**config.mk**
```make
export PLATFORM = sky130hd
export DESIGN_NAME = periph_timer_bank_flat
export DESIGN_NICKNAME = d
export VERILOG_FILES = /design/src/rtl/periph_pkg.sv /design/src/rtl/periph_timer_bank_if.sv /design/src/rtl/periph_timer_ch.sv /design/src/rtl/periph_timer_bank.sv /design/src/flat_wrapper.sv
export SDC_FILE = /design/constraint.sdc
export NUM_CORES = 1
export LEC_CHECK = 0
export BUFFER_PORTS_ARGS = -buffer_cell sky130_fd_sc_hd__clkbuf_2
export CORE_ASPECT_RATIO = 0.6
export CORE_MARGIN = 2
export CORE_UTILIZATION = 50
export CTS_CLUSTER_SIZE = 30
export DETAILED_ROUTE_END_ITERATION = 8
export HOLD_SLACK_MARGIN = 0.15
export PLACE_DENSITY = 0.79
export RECOVER_POWER = 25
export SYNTH_ARGS = -nofsm -noshare
export SYNTH_HDL_FRONTEND = slang
export SYNTH_SLANG_ARGS = --single-unit
export TNS_END_PERCENT = 100
```
**constraint.sdc**
```tcl
create_clock -name clk -period 3.3 [get_ports clk]
set_clock_uncertainty 0.2 [all_clocks]
set_input_delay 0.33 -clock clk [delete_from_list [all_inputs] [get_ports clk]]
set_output_delay 0.33 -clock clk [all_outputs]
set_load 0.05 [all_outputs]
```
**src/rtl/periph_pkg.sv**
```systemverilog
// Shared constants for the peripheral hub: register offsets, timer layout, TCON bits, hex font.
// Pure declarations; carries no timing or flow control of its own.
package periph_pkg;

    localparam logic [31:0] OFF_LED      = 32'h00;
    localparam logic [31:0] OFF_SWITCH   = 32'h04;
    localparam logic [31:0] OFF_SEGDATA  = 32'h08;
    localparam logic [31:0] OFF_SEGCTRL  = 32'h0C;
    localparam logic [31:0] OFF_IRQSTAT  = 32'h10;
    localparam logic [31:0] OFF_SWCHG    = 32'h14;
    localparam logic [31:0] OFF_SWMASK   = 32'h18;
    localparam logic [31:0] OFF_TMR_BASE = 32'h20;
    localparam logic [31:0] TMR_STRIDE   = 32'h10;
    localparam logic [31:0] OFF_TH       = 32'h00;
    localparam logic [31:0] OFF_TL       = 32'h04;
    localparam logic [31:0] OFF_TCON     = 32'h08;

    localparam int TCON_EN   = 0;
    localparam int TCON_IE   = 1;
    localparam int TCON_PEND = 2;

    // Active-high segments {g..a}, indexed by hex nibble.
    localparam logic [15:0][6:0] HEX7 = {
        7'h71, 7'h79, 7'h5E, 7'h39, 7'h7C, 7'h77, 7'h6F, 7'h7F,
        7'h07, 7'h7D, 7'h6D, 7'h66, 7'h4F, 7'h5B, 7'h06, 7'h3F
    };

    function automatic logic [31:0] tmr_addr(input logic [31:0] base,
                                             input int unsigned k,
                                             input logic [31:0] off);
        return base + OFF_TMR_BASE + TMR_STRIDE * k + off;
    endfunction

endpackage

```
**src/rtl/periph_timer_bank_if.sv**
```systemverilog
// CPU data-memory bus into the peripheral hub; rdata is combinational, same cycle as mem_rd.
// No backpressure: every access completes in the cycle it is presented.
interface periph_timer_bank_if;
    logic [31:0] addr;
    logic [31:0] wdata;
    logic [31:0] rdata;
    logic        mem_rd;
    logic        mem_wr;

    modport master (output addr, output wdata, output mem_rd, output mem_wr, input rdata);
    modport slave  (input addr, input wdata, input mem_rd, input mem_wr, output rdata);
endinterface

```
**src/rtl/periph_timer_ch.sv**
```systemverilog
// One reloadable up-counter: TH/TL/TCON plus a W1C pending flag; writes land on the strobe edge.
// No backpressure; a TL write beats count/reload, and a set beats a same-cycle clear.
module periph_timer_ch
    import periph_pkg::*;
#(
    parameter int TIMER_W = 32
) (
    input  logic               clk,
    input  logic               reset,
    input  logic               th_wr,
    input  logic               tl_wr,
    input  logic               tcon_wr,
    input  logic               pend_clr,
    input  logic [TIMER_W-1:0] wval,
    output logic [TIMER_W-1:0] th,
    output logic [TIMER_W-1:0] tl,
    output logic               en,
    output logic               ie,
    output logic               pending
);

    localparam logic [TIMER_W-1:0] RST_VAL = {TIMER_W{1'b1}} << 11;

    logic wrap;
    assign wrap = en && (&tl);

    always_ff @(posedge clk or negedge reset) begin
        if (!reset) begin
            th      <= RST_VAL;
            tl      <= RST_VAL;
            en      <= 1'b0;
            ie      <= 1'b0;
            pending <= 1'b0;
        end else begin
            if (th_wr) th <= wval;
            // Reload samples th before this edge, so a racing TH write only affects the next wrap.
            if (tl_wr)   tl <= wval;
            else if (en) tl <= wrap ? th : tl + TIMER_W'(1);
            if (tcon_wr) begin
                en <= wval[TCON_EN];
                ie <= wval[TCON_IE];
            end
            if (wrap && ie)    pending <= 1'b1;
            else if (pend_clr) pending <= 1'b0;
        end
    end

endmodule

```
**src/rtl/periph_timer_bank.sv**
```systemverilog
// MMIO hub: timers, LEDs, synchronised switches, scanned 7-seg; reads combinational, writes on edge.
// No backpressure. Optional SWITCH_CHANGE_IRQ_EN adds switch-change status/mask at 0x14/0x18.
module periph_timer_bank
    import periph_pkg::*;
#(
    parameter int          NUM_TIMERS = 2,
    parameter int          TIMER_W    = 32,
    parameter int          LED_W      = 8,
    parameter int          SW_W       = 8,
    parameter int          NUM_DIGITS = 4,
    parameter int          SCAN_DIV_W = 16,
    parameter logic [31:0] BASE_ADDR  = 32'h4000_0000
) (
    input  logic                  clk,
    input  logic                  reset,
    periph_timer_bank_if.slave    bus,
    output logic [LED_W-1:0]      led,
    input  logic [SW_W-1:0]       sw,
    output logic [NUM_DIGITS-1:0] an,
    output logic [7:0]            seg,
    output logic [NUM_TIMERS-1:0] timer_irq,
    output logic                  irq
);

    localparam int IDX_W = (NUM_DIGITS > 1) ? $clog2(NUM_DIGITS) : 1;
    localparam logic [63:0] NIB_MASK = (64'd1 << (4 * NUM_DIGITS)) - 64'd1;
    localparam logic [31:0] SEG_MASK = 32'hFF00_0000 | NIB_MASK[31:0];
    localparam logic [NUM_DIGITS-1:0] DIG_ONE = 1;

    logic [TIMER_W-1:0]    th [NUM_TIMERS];
    logic [TIMER_W-1:0]    tl [NUM_TIMERS];
    logic [NUM_TIMERS-1:0] en, ie, pending;

    logic [LED_W-1:0]      led_q;
    logic [SW_W-1:0]       sw_s1, sw_s2;
    logic [31:0]           segdata;
    logic                  scan_en;
    logic [SCAN_DIV_W-1:0] presc;
    logic [IDX_W-1:0]      idx;
    logic [31:0]           rd_c;

    logic wr_led, wr_segdata, wr_segctrl, wr_irqstat;
    assign wr_led     = bus.mem_wr && (bus.addr == BASE_ADDR + OFF_LED);
    assign wr_segdata = bus.mem_wr && (bus.addr == BASE_ADDR + OFF_SEGDATA);
    assign wr_segctrl = bus.mem_wr && (bus.addr == BASE_ADDR + OFF_SEGCTRL);
    assign wr_irqstat = bus.mem_wr && (bus.addr == BASE_ADDR + OFF_IRQSTAT);

    for (genvar k = 0; k < NUM_TIMERS; k++) begin : g_tmr
        periph_timer_ch #(.TIMER_W(TIMER_W)) u_ch (
            .clk     (clk),
            .reset   (reset),
            .th_wr   (bus.mem_wr && (bus.addr == tmr_addr(BASE_ADDR, k, OFF_TH))),
            .tl_wr   (bus.mem_wr && (bus.addr == tmr_addr(BASE_ADDR, k, OFF_TL))),
            .tcon_wr (bus.mem_wr && (bus.addr == tmr_addr(BASE_ADDR, k, OFF_TCON))),
            .pend_clr(wr_irqstat && bus.wdata[k]),
            .wval    (bus.wdata[TIMER_W-1:0]),
            .th      (th[k]),
            .tl      (tl[k]),
            .en      (en[k]),
            .ie      (ie[k]),
            .pending (pending[k])
        );
    end

    always_ff @(posedge clk or negedge reset) begin
        if (!reset) begin
            led_q   <= '0;
            sw_s1   <= '0;
            sw_s2   <= '0;
            segdata <= '0;
            scan_en <= 1'b0;
        end else begin
            if (wr_led)     led_q   <= bus.wdata[LED_W-1:0];
            if (wr_segdata) segdata <= bus.wdata & SEG_MASK;
            if (wr_segctrl) scan_en <= bus.wdata[0];
            sw_s1 <= sw;
            sw_s2 <= sw_s1;
        end
    end

    // Scanner: an/seg are registered from the current index, so they trail it by one clock.
    logic [31:0] nib_sh;
    logic [7:0]  dp_sh;
    assign nib_sh = segdata >> {idx, 2'b00};
    assign dp_sh  = segdata[31:24] >> idx;

    always_ff @(posedge clk or negedge reset) begin
        if (!reset) begin
            presc <= '0;
            idx   <= '0;
            an    <= '1;
            seg   <= 8'hFF;
        end else if (!scan_en) begin
            presc <= '0;
            idx   <= '0;
            an    <= '1;
            seg   <= 8'hFF;
        end else begin
            presc <= presc + SCAN_DIV_W'(1);
            if (&presc) idx <= (idx == IDX_W'(NUM_DIGITS - 1)) ? '0 : idx + IDX_W'(1);
            an  <= ~(DIG_ONE << idx);
            seg <= ~{dp_sh[0], HEX7[nib_sh[3:0]]};
        end
    end

`ifdef SWITCH_CHANGE_IRQ_EN
    logic [SW_W-1:0] sw_prev, sw_chg, sw_mask;
    logic wr_swchg, wr_swmask;
    assign wr_swchg  = bus.mem_wr && (bus.addr == BASE_ADDR + OFF_SWCHG);
    assign wr_swmask = bus.mem_wr && (bus.addr == BASE_ADDR + OFF_SWMASK);

    always_ff @(posedge clk or negedge reset) begin
        if (!reset) begin
            sw_prev <= '0;
            sw_chg  <= '0;
            sw_mask <= '0;
        end else begin
            sw_prev <= sw_s2;
            sw_chg  <= (sw_chg & ~(wr_swchg ? bus.wdata[SW_W-1:0] : '0)) | (sw_s2 ^ sw_prev);
            if (wr_swmask) sw_mask <= bus.wdata[SW_W-1:0];
        end
    end

    assign irq = (|timer_irq) | (|(sw_chg & sw_mask));
`else
    assign irq = |timer_irq;
`endif

    always_comb begin
        rd_c = '0;
        if (bus.mem_rd) begin
            if (bus.addr == BASE_ADDR + OFF_LED)     rd_c = 32'(led_q);
            if (bus.addr == BASE_ADDR + OFF_SWITCH)  rd_c = 32'(sw_s2);
            if (bus.addr == BASE_ADDR + OFF_SEGDATA) rd_c = segdata;
            if (bus.addr == BASE_ADDR + OFF_SEGCTRL) rd_c = 32'(scan_en);
            if (bus.addr == BASE_ADDR + OFF_IRQSTAT) rd_c = 32'(pending);
`ifdef SWITCH_CHANGE_IRQ_EN
            if (bus.addr == BASE_ADDR + OFF_SWCHG)   rd_c = 32'(sw_chg);
            if (bus.addr == BASE_ADDR + OFF_SWMASK)  rd_c = 32'(sw_mask);
`endif
            for (int k = 0; k < NUM_TIMERS; k++) begin
                if (bus.addr == tmr_addr(BASE_ADDR, k, OFF_TH))   rd_c = 32'(th[k]);
                if (bus.addr == tmr_addr(BASE_ADDR, k, OFF_TL))   rd_c = 32'(tl[k]);
                if (bus.addr == tmr_addr(BASE_ADDR, k, OFF_TCON)) rd_c = 32'({pending[k], ie[k], en[k]});
            end
        end
    end

    assign bus.rdata = rd_c;
    assign led       = led_q;
    assign timer_irq = pending & ie;

endmodule

```
**src/flat_wrapper.sv**
```systemverilog
// flat-port wrapper written by rule: the top's interface ports become plain ports
module periph_timer_bank_flat import periph_pkg::*;
#(
    parameter int          NUM_TIMERS = 2,
    parameter int          TIMER_W    = 32,
    parameter int          LED_W      = 8,
    parameter int          SW_W       = 8,
    parameter int          NUM_DIGITS = 4,
    parameter int          SCAN_DIV_W = 16,
    parameter logic [31:0] BASE_ADDR  = 32'h4000_0000
)
  (clk, reset, led, sw, an, seg, timer_irq, irq, bus_addr, bus_wdata, bus_mem_rd, bus_mem_wr, bus_rdata);
  periph_timer_bank_if bus_i ();
  input  logic clk;
  input  logic reset;
  output logic [LED_W-1:0] led;
  input  logic [SW_W-1:0] sw;
  output logic [NUM_DIGITS-1:0] an;
  output logic [7:0] seg;
  output logic [NUM_TIMERS-1:0] timer_irq;
  output logic irq;
  input wire logic [$bits(bus_i.addr)-1:0] bus_addr;
  input wire logic [$bits(bus_i.wdata)-1:0] bus_wdata;
  input wire logic [$bits(bus_i.mem_rd)-1:0] bus_mem_rd;
  input wire logic [$bits(bus_i.mem_wr)-1:0] bus_mem_wr;
  output wire logic [$bits(bus_i.rdata)-1:0] bus_rdata;
  assign bus_i.addr = bus_addr;
  assign bus_i.wdata = bus_wdata;
  assign bus_i.mem_rd = bus_mem_rd;
  assign bus_i.mem_wr = bus_mem_wr;
  assign bus_rdata = bus_i.rdata;
  periph_timer_bank #(.NUM_TIMERS(NUM_TIMERS), .TIMER_W(TIMER_W), .LED_W(LED_W), .SW_W(SW_W), .NUM_DIGITS(NUM_DIGITS), .SCAN_DIV_W(SCAN_DIV_W), .BASE_ADDR(BASE_ADDR)) u_core (.clk(clk), .reset(reset), .bus(bus_i), .led(led), .sw(sw), .an(an), .seg(seg), .timer_irq(timer_irq), .irq(irq));
endmodule
```
==> qor.csv <==
stage;metric;value;unit
sta;period utilization;95.5;%
detailed_routing;Avg WL per Cell;25.9;um
worst_setup_path;Setup crit end kind;output pin;
logic_synthesis;Post-synth EDFFs;0;
logic_synthesis;top cell type by total area after synthesis;dfrtp_1;
clocking;CTS root buf;clkbuf_16;
global_route;initial antenna violation count;2;
logic_synthesis;Synth async-reset ratio;100;%
sta;Slew Limit Fails;99;
global_route;largest net degree at the start of global routing;101;
floorplanning;die footprint;26400;um2
logic_synthesis;Synth top area share;23.4;%
sta;Peak Freq;317;MHz
logic_synthesis;Synth top cells by count;117 x dfrtp_1, 101 x nand2_1, 96 x dfstp_2;
clocking;Max clock buf depth;3;
outcome;failing checks;max-capacitance violations, max-slew violations;
cells_and_area;Design Area, Final;15000;um2
floorplanning;row count;44;
logic_synthesis;synth unique cells;75;
detailed_routing;Via density;6.70;
outcome;outcome;finished, violations left;
detailed_routing;DRC;0;
sta;RSZ-0062 raised after global routing;no;
logic_synthesis;FF+latch count, synth;213;
sta;Tightest Pin Transition;2.35;ns
clocking;TritonCTS buffer count;22;
worst_setup_path;type of the worst setup path;in -> out;
min_path;Worst Hold Depth;0;
logic_synthesis;cells after synthesis;1248;
placement;routability congestion estimate from global placement;1.10;
flow_run;# Max-Cap Violations;1;
detailed_routing;DRT antenna net count;0;
logic_synthesis;Post-Syn Area;12500;um2
global_route;first-pass GRT wire length;68.3;mm
global_route;number of global-route vias before repair;11000;
sta;Fin. Hold Viols;0;
logic_synthesis;Synth Area per Inst;10.0;um2
floorplanning;Core Region;24400;um2
power_and_ir_drop;peak supply drop;0.385;mV
clocking;Sink Count;213;
worst_setup_path;CP required;2.77;ns
logic_synthesis;Synth area leaders;dfrtp_1 23%, dfstp_2 20%, mux2_1 5.5%, mux2_2 4.5%, nand2_1 3.0%;
sta;post-layout minimum cycle time;3.15;ns
cells_and_area;synth-to-layout area growth;20.0;%
logic_synthesis;number of synthesis warnings;0;
clocking;H-tree depth;1;
detailed_routing;Top Metal Used;met4;
cells_and_area;share of layout cells above drive strength 1;28.7;%
placement;Placement Cell Area;13900;um2
detailed_routing;Final Routed Wirelength;45.4;mm
global_route;gr usage total;34.1;%
worst_setup_path;R2R cell count;6;
cells_and_area;# diodes;0;
worst_setup_path;Worst Path Max Fanout;17;
floorplanning;Die Y-Extent;127;um
detailed_routing;first-iteration detailed-routing DRC count;2069;
sta;Max-Slew Margin vs Limit;-57.0;%
clocking;clock-pin slew on the worst setup and hold paths;0.06;ns
sta;Final Setup Violations;0;
logic_synthesis;Synth Flop Type;dfrtp_1;
detailed_routing;M1 wire length;19.8;mm
floorplanning;I/O pin cnt;131;
detailed_routing;Via Count;11700;
worst_setup_path;crit path DAT;2.62;ns
clocking;CTS tree;built;
cells_and_area;Total Nets Final;1501;
floorplanning;die width;208;um
power_and_ir_drop;P per Cell Area;371;nW/um2
floorplanning;Initial Util;51.3;%
worst_setup_path;Worst setup SP type;input pin;
global_route;GRT overflow;0;
placement;post-DP HPWL;33.2;mm
logic_synthesis;most common cell in the netlist;dfrtp_1;
sta;setup TNS;0;ns
power_and_ir_drop;Pleak;0.00644;uW
detailed_routing;first-pass iteration count of the detailed router;8;
detailed_routing;met3 WL;7.16;mm
logic_synthesis;syn_nets;1336;
min_path;hold crit path type;reg -> reg;
logic_synthesis;register area share after synthesis;43.6;%
detailed_routing;wire length on met2;17.5;mm
placement;PortBufs;130;
clocking;Clk Latency, worst-skew pair;0.53;ns
[worst paths after layout]
check / slack, ns / start / endpoint
max: 0.15 / bus_addr[1] / bus_rdata[14]
min: 0.15 / u_core.sw_s1[1] / u_core.sw_s2[1]
max reg2reg: 0.39 / u_core.g_tmr[0].u_ch.tl[3] / u_core.g_tmr[0].u_ch.tl[23]
min reg2reg: 0.15 / u_core.sw_s1[1] / u_core.sw_s2[1]
max in group asynchronous: 0.58 / reset / u_core.seg[5]
min in group asynchronous: 0.90 / reset / u_core.segdata[30]
[cell type report]
type                    instances  area [um2]
clock buffers                  29         649
well taps                     322         403
fillers                      2046        9370
multi-input cells             926        6610
repair buffers                231        1730
flip-flops and latches        213        5450
clock inverters                10         113
inverters                      19        71.3
[worst max-delay path, cell delays in order]
cell	delay, ns
clkbuf_2	0.18
nor4b_4	0.59
nand4_2	0.25
nor4_4	0.24
buf_12	0.19
a32oi_1	0.13
a31oi_1	0.35
clkbuf_2	0.34
[placed cells by master, fill, tap and decap left out, drive strengths merged, types with 8 or more instances in the layout]
master / count
clkinv: 8
a2bb2oi: 8
inv: 18
a211oi: 19
nand4: 25
a22o: 19
dfrtp: 117
buf: 66
a32oi: 19
o31ai: 8
nor2: 81
xnor2: 15
a22oi: 9
or3: 8
and3: 24
a222oi: 10
clkbuf: 152
a21oi: 61
mux2: 111
mux2i: 26
dlygate4sd3: 42
and2: 30
nor3: 32
a31oi: 39
nand3: 73
ha: 12
o21ai: 45
and4: 12
a21o: 22
nor4: 16
nand2: 103
dfstp: 96
[flip-flops by register name (all words and copies together) (netlist names)]
name	flops
u_core.g_tmr.u_ch.ie	2
u_core.g_tmr.u_ch.tl	64
u_core.led	8
u_core.g_tmr.u_ch.pending	2
u_core.g_tmr.u_ch.th	64
u_core.an	4
u_core.segdata	24
u_core.seg	8
u_core.sw_s2	8
u_core.presc	16
u_core.idx	2
u_core.scan_en	1
u_core.sw_s1	8
u_core.g_tmr.u_ch.en	2
[power by group]
group	leakage, uW	internal [uW]	switching [uW]
Sequential	0.00255	2630	3.86
Combinational	0.00352	96.1	193
Clock	0.000374	1550	1100
[cell families (layout without fill, tap and decap cells)]
kind of cell | after synthesis | in the layout | synth area share, %
AO/OA/AOI/OAI | 318 | 318 | 17.9
XOR/XNOR | 21 | 21 | 1.47
adder cells (fa/ha/maj) | 12 | 12 | 1.20
buffers and inverters | 109 | 289 | 3.98
flip-flops | 213 | 213 | 43.6
multiplexers | 143 | 143 | 13.1
AND/OR/NAND/NOR | 432 | 432 | 18.7
[per-layer routing]
metal  vias to the layer above  GRT usage [%]
li1                       5045              -
met5                         -              0
met3                        84           14.5
met1                      5772           51.7
met2                       825           44.8
met4                         0           6.18
[repair_timing]
item                                   in CTS  in global routing
hold buffers                               42                  0
buffers inserted                            0                  0
gates resized for setup                     0                  0
endpoints found under the hold margin     229                  0
[through the flow]
| step | setup WS, ns | power [uW] | cells | util (%) | hold WS [ns] |
|---|---|---|---|---|---|
| detailed placement | 0.231 | 2910 | 1669 | 56.8 | 0.137 |
| CTS | 0.249 | 5590 | 1750 | 61.6 | 0.151 |
| global route | 0.113 | 5720 | 1750 | 61.6 | 0.158 |
| floorplan | 0.0743 | 2720 | 1248 | - | -0.166 |
| global placement | 0.221 | 2910 | 1669 | 56.8 | 0.133 |
| finish | 0.150 | 5570 | 1750 | 61.6 | 0.149 |
(Power assumes the default switching activity.)
